$ cat src/rtl/pipe_pkg.sv
// Shared definitions for the decode-stage register scoreboard.
package pipe_pkg;

    localparam int REG_COUNT    = 32;
    localparam int MAX_INFLIGHT = 4;

    typedef enum logic {
        RUN   = 1'b0,
        DRAIN = 1'b1
    } sched_state_t;

endpackage

$ cat src/rtl/onehot_dec.sv
// Index-to-one-hot decoder with enable; all-zero output when disabled.
module onehot_dec #(
    parameter int IDX_W = 5,
    parameter int OUT_W = 32
) (
    input  logic             en,
    input  logic [IDX_W-1:0] idx,
    output logic [OUT_W-1:0] onehot
);

    always_comb begin
        onehot = '0;
        for (int i = 0; i < OUT_W; i++) begin
            onehot[i] = en && (idx == IDX_W'(i));
        end
    end

endmodule

$ cat src/rtl/reg_scoreboard.sv
// Register scoreboard: tracks pending writes, gates issue on RAW/WAW hazards,
// in-flight capacity and fences.
module reg_scoreboard
    import pipe_pkg::sched_state_t;
    import pipe_pkg::RUN;
    import pipe_pkg::DRAIN;
#(
    parameter int REG_COUNT    = pipe_pkg::REG_COUNT,
    parameter int REG_BITS     = $clog2(REG_COUNT),
    parameter int MAX_INFLIGHT = pipe_pkg::MAX_INFLIGHT
) (
    input  logic                 clk,
    input  logic                 rstn,
    input  logic                 dec_valid,
    input  logic [REG_BITS-1:0]  rs1,
    input  logic [REG_BITS-1:0]  rs2,
    input  logic                 rs1_used,
    input  logic                 rs2_used,
    input  logic [REG_BITS-1:0]  rd,
    input  logic                 rd_wr,
    input  logic                 fence,
    input  logic                 ex_ready,
    input  logic                 flush,
    input  logic                 wb_en,
    input  logic [REG_BITS-1:0]  wb_reg,
    output logic                 issue,
    output logic                 stall,
    output logic [REG_COUNT-1:0] busy_vec,
    output logic [3:0]           inflight_cnt,
    output logic                 draining
);

    sched_state_t         state;
    logic                 hazard;
    logic                 writer;
    logic                 full;
    logic                 cnt_zero;
    logic [REG_COUNT-1:0] set_mask;
    logic [REG_COUNT-1:0] wb_mask;
    logic [REG_COUNT-1:0] clr_mask;
    logic                 inc;
    logic                 dec;

    // Hazards look only at the registered busy bits; a writeback landing this
    // cycle does not release a dependent instruction until the next cycle.
    assign hazard = (rs1_used && (rs1 != '0) && busy_vec[rs1]) ||
                    (rs2_used && (rs2 != '0) && busy_vec[rs2]) ||
                    (rd_wr    && (rd  != '0) && busy_vec[rd]);

    assign writer   = rd_wr && (rd != '0);
    assign full     = (inflight_cnt == 4'(MAX_INFLIGHT));
    assign cnt_zero = (inflight_cnt == 4'd0);

    assign issue = dec_valid && ex_ready && !flush && !hazard &&
                   !(writer && full) && !(fence && !cnt_zero) &&
                   (state == RUN);
    assign stall    = dec_valid && !issue && !flush;
    assign draining = (state == DRAIN);

    onehot_dec #(.IDX_W(REG_BITS), .OUT_W(REG_COUNT)) u_set_dec (
        .en     (issue && writer),
        .idx    (rd),
        .onehot (set_mask)
    );

    onehot_dec #(.IDX_W(REG_BITS), .OUT_W(REG_COUNT)) u_clr_dec (
        .en     (wb_en && (wb_reg != '0)),
        .idx    (wb_reg),
        .onehot (wb_mask)
    );

    // Writebacks to registers that are not pending are dropped entirely.
    assign clr_mask = wb_mask & busy_vec;
    assign inc      = |set_mask;
    assign dec      = (|clr_mask) && !cnt_zero;

    always_ff @(posedge clk or negedge rstn) begin
        if (!rstn) begin
            busy_vec     <= '0;
            inflight_cnt <= 4'd0;
            state        <= RUN;
        end else begin
            // Set is applied after clear so a same-register collision keeps the bit.
            busy_vec     <= ((busy_vec & ~clr_mask) | set_mask) & ~REG_COUNT'(1);
            inflight_cnt <= inflight_cnt + 4'(inc) - 4'(dec);
            case (state)
                RUN: begin
                    if (dec_valid && fence && !flush && !cnt_zero) begin
                        state <= DRAIN;
                    end
                end
                DRAIN: begin
                    if (flush || cnt_zero) begin
                        state <= RUN;
                    end
                end
                default: state <= RUN;
            endcase
        end
    end

endmodule

$ cat config.mk
export PLATFORM = sky130hd
export DESIGN_NAME = reg_scoreboard
export DESIGN_NICKNAME = d
export VERILOG_FILES = /design/src/rtl/pipe_pkg.sv /design/src/rtl/onehot_dec.sv /design/src/rtl/reg_scoreboard.sv
export SDC_FILE = /design/constraint.sdc
export NUM_CORES = 1
export LEC_CHECK = 0
export ABC_AREA = 1
export CAP_MARGIN = 5
export CORE_ASPECT_RATIO = 2
export CORE_MARGIN = 10
export CORE_UTILIZATION = 59
export CTS_BUF_LIST = sky130_fd_sc_hd__clkbuf_2 sky130_fd_sc_hd__clkbuf_4 sky130_fd_sc_hd__clkbuf_8
export CTS_CLUSTER_SIZE = 8
export DETAILED_ROUTE_END_ITERATION = 10
export HOLD_SLACK_MARGIN = 0.15
export PLACE_DENSITY_LB_ADDON = 0.25
export SLEW_MARGIN = 20
export SYNTH_ARGS = -nofsm -noshare
export SYNTH_HDL_FRONTEND = slang
export SYNTH_SLANG_ARGS = --single-unit
$ cat constraint.sdc
create_clock -name clk -period 7.9 [get_ports clk]
set_clock_uncertainty 0.1 [all_clocks]
set_input_delay 0.79 -clock clk [delete_from_list [all_inputs] [get_ports clk]]
set_output_delay 0.79 -clock clk [all_outputs]
set_load 0.1 [all_outputs]
==> implementation parameters <==
Parameter                              Value

Die
  IO Pins ... roughly 70
  Die Width ... roughly 75 µm
  DIE HEIGHT ... approximately 130 µm
  Starting density of the core ... 59.7%
  Area inside the core boundary ... slightly below 6000 µm²
  Number of rows in the core area ... 40
  Die outline area ... roughly 10000 µm²

STA
  Final setup violation count ... 0
  Min setup slack post-route ... roughly 2.4 ns
  Period minus WS final ... 5.51 ns
  RSZ-0062 raised after global routing ... no
  Transition time at the pin with the least slew margin ... 1.00 ns
  Final number of max-transition violations ... 0
  Tcrit/Tclk final ... around 70%
  Sum Neg Setup Slack ... 0 ns
  Max Clk Rate ... approximately 180 MHz
  Slew Limit Headroom ... between 30 and 40%
  Number of hold-slack violations in the final timing report ... 0

Worst setup path
  Worst reg2reg path startpoint ... inflight_cnt[2]$_DFF_PN0_
  Crit path kind ... primary input to primary output
  Count of buffering cells on the critical path with inverters included ... 3
  Data required, critical path ... between 7 and 8 ns
  Endpoint arrival time on the critical path ... 4.62 ns
  Number of cells traversed by the worst register-to-register path ... 15
  Highest fanout seen on the critical path ... 32
  Top delay family on crit path ... buffers and inverters
  Slowest Stage Delay on Critical Path ... 1.13 ns
  Cells traversed along the worst timing path ... clkdlybuf4s50_1 > nand2_2 > nor2_1 > nand2_1 > nand2_1 > inv_1 > nand2_1 > nor2_1 > nand2_1 > nand2_1 > nand2_1 > nand2_2 > and2_4 > nor2_2 > clkdlybuf4s50_1
  Type of origin of the critical path ... primary input
  Worst reg2reg endpoint ... inflight_cnt[2]$_DFF_PN0_
  CP dominant cell by count ... sky130_fd_sc_hd__nand2_1
  Flop-to-flop setup slack ... ~4.4 ns
  Crit end category ... primary output
  Cell with the biggest individual delay on the critical path ... sky130_fd_sc_hd__clkdlybuf4s50_1

Synthesis
  Post-synth EDFFs ... 0
  Synthesized netlist cell count ... between 500 and 600
  Post-synth top flop ... sky130_fd_sc_hd__dfrtp_1
  Syn Area/Cell ... about 6.0 µm²
  Sequential cell area fraction in the yosys report ... around 25%
  Flops & latches, synth ... 36
  Async SR Flop Fraction ... 100%
  Post-Synthesis Cell Area ... between 3000 and 4000 µm²
  Yosys Warn Count ... 0
  Syn_nets ... roughly 630
  Library cells used by synthesis ... 38

Run status
  Outcome ... complete, no violations

Min path
  Hold Crit Endpoint ... busy_vec[31]$_DFF_PN0_
  Hold-critical path depth ... 2
  Hold Startpoint ... busy_vec[31]$_DFF_PN0_
  Class of the tightest hold or removal check ... flop to flop

Job
  Number of maximum-capacitance violations ... 0

Routing
  Final routed DRC violation total ... 0
  Via count ... 4,184
  Final routed wirelength across all metal layers ... about 13,000 µm
  Antenna viol nets, final ... 0
  Detailed-router iteration count before antenna repair ... 5
  Vias per cell ... roughly 6
  DR iter-0 viols ... a little over 500
  Per-cell routed wire length ... approximately 19 µm

GRT
  Largest net degree at the start of global routing ... 37
  GR Util met3 ... 4.71%
  Overflow left after global routing ... 0
  Number of global-route vias before repair ... just over 4,000
  Met2 usage ... 46.7%
  Initial antenna violation count ... 0
  Most Crowded Layer GR ... met2
  Met1 Resource Use GR ... 27.3%
  Wire length of the first global-routing pass ... between 20,000 and 25,000 µm
  Combined global-route utilization of all metal layers ... a little over a quarter

Layout
  Number of nets in the finished design ... between 600 and 700
  Most common cell after layout, fill and taps aside ... sky130_fd_sc_hd__nand2_1
  Post-Route Utilization ... between 70 and 80%
  Commonest non-fill, non-tap cells in the layout ... sky130_fd_sc_hd__nand2_1, sky130_fd_sc_hd__inv_1, sky130_fd_sc_hd__clkdlybuf4s50_1
  Number of antenna cells inserted ... 0
  Reg area ... approximately 900 µm²
  Total area of multi-input combinational cells ... approximately 2200 µm²
  Area added between synthesis and finish ... 17.9%
  Number of filler instances in the final layout ... around 560
  Fraction of layout instances using a drive strength above 1 ... under 10%

Clock network
  Clock transition at the registers of the reported paths ... about 0.07 ns
  Clock Path Buffers ... 2
  H-tree depth ... 2
  CTS Buf Count ... 5
  Post-CTS repair timing setup buffer count ... 0
  Number of buffers inserted by hold repair at cts ... 0
  Resized cells post-CTS ... 0
  Cell at the root of the clock tree ... sky130_fd_sc_hd__clkbuf_8
  Clock tree from TritonCTS ... done
  Sink count of the clock tree ... 36
  Worst-Skew Late Latency ... 0.30 ns

Pwr
  Leakage power figure ... just over 2 nW
  Power density relative to cell area ... roughly 170 nW/µm²
  Net switching power of the design ... around 340 µW
  Internal Pwr Total ... between 300 and 400 µW
  Net Sw Frac ... between 40% and 50%
  Portion of total power attributed to combinational logic ... 47.7%
  Portion of total power attributed to sequential cells ... 31.7%
  Clock network fraction of total power ... 20.6%
  Worst-case vdd ir drop ... 0.224 mV

Placement
  HPWL reported at the end of detailed placement ... 10,400 µm
  Final estimated routing congestion in global placement ... roughly 0.98
  Port Buf Inserts ... between 60 and 70
  Place WS ... approximately 2.5 ns
[sequential cells by signal, indices dropped and copies added, names as in the netlist]
name,cells
busy_vec,31
inflight_cnt,4
draining,1
[worst min-delay path: stages (launching register included)]
cell	delay [ns]
sky130_fd_sc_hd__dfrtp_1	0.37
sky130_fd_sc_hd__nand2_1	0.06
sky130_fd_sc_hd__nand2_1	0.06
[worst max-delay path by stage]
| stage | slack [ns] | cells after the start | to | start |
|---|---|---|---|---|
| global placement | 2.57 | 13 | issue | rs2[0] |
| detailed placement | 2.48 | 15 | stall | rd[0] |
| global route | 2.17 | 15 | stall | rd[0] |
| floorplan | 4.08 | 9 | stall | inflight_cnt[2]$_DFF_PN0_ |
| finish | 2.39 | 15 | stall | rd[0] |
| CTS | 2.47 | 15 | stall | rd[0] |
[power groups by stage]
stage / sequential, mW / combinational [mW] / clock (mW)
after global placement: 0.228 / 0.331 / 0
final: 0.225 / 0.338 / 0.146
after floorplan: 0.343 / 0.135 / 0
after global routing: 0.227 / 0.360 / 0.156
after detailed placement: 0.228 / 0.338 / 0
after CTS: 0.224 / 0.339 / 0.149
[cell usage after synthesis, types with 7 or more instances]
master / n / area share [%]
sky130_fd_sc_hd__a21oi_1: 9 / 1.3
sky130_fd_sc_hd__nand4_1: 34 / 6.0
sky130_fd_sc_hd__nor2_1: 61 / 6.4
sky130_fd_sc_hd__dfrtp_1: 36 / 25
sky130_fd_sc_hd__nor3_1: 21 / 3.0
sky130_fd_sc_hd__o21ai_0: 26 / 3.7
sky130_fd_sc_hd__o211ai_1: 7 / 1.5
sky130_fd_sc_hd__buf_6: 10 / 3.2
sky130_fd_sc_hd__nand2_1: 206 / 22
sky130_fd_sc_hd__nand3_1: 50 / 7.0
sky130_fd_sc_hd__buf_4: 8 / 1.7
sky130_fd_sc_hd__inv_1: 70 / 7.4
[stage by stage]
stage          total power [mW]  hold WS [ns]  instances  area [µm²]
3_5_place_dp              0.565         0.409        694        4090
2_1_floorplan             0.478         0.394        590        3550
4_1_cts                   0.712         0.428        702        4190
6_report                  0.709         0.429        702        4190
3_3_place_gp              0.559         0.396        694        4090
5_1_grt                   0.743         0.459        702        4190
[cells by family after synthesis]
| family | count (synthesis) | synth area share, % |
|---|---|---|
| simple gates | 390 | 48.7 |
| buf+inv | 102 | 14.0 |
| compound gates | 52 | 8.66 |
| flops | 36 | 25.4 |
| fa+ha+maj | 7 | 2.68 |
| xor+xnor | 2 | 0.493 |
| other cells | 1 | 0.106 |
[layer usage]
| layer | wire length (µm) | vias to the layer above |
|---|---|---|
| met1 | 4310 | 1882 |
| met4 | 983 | 0 |
| met5 | 0 | - |
| met3 | 993 | 63 |
| li1 | - | 1998 |
| met2 | 6750 | 241 |
[cell type report]
class,instances,area share [%]
Multi-Input combinational cell,452,51.4
Sequential cell,36,21.5
Timing Repair Buffer,68,16.1
Inverter,75,6.78
Clock buffer,8,2.33
Tap cell,63,1.88
Note: power is estimated with default switching activity, not from simulation.
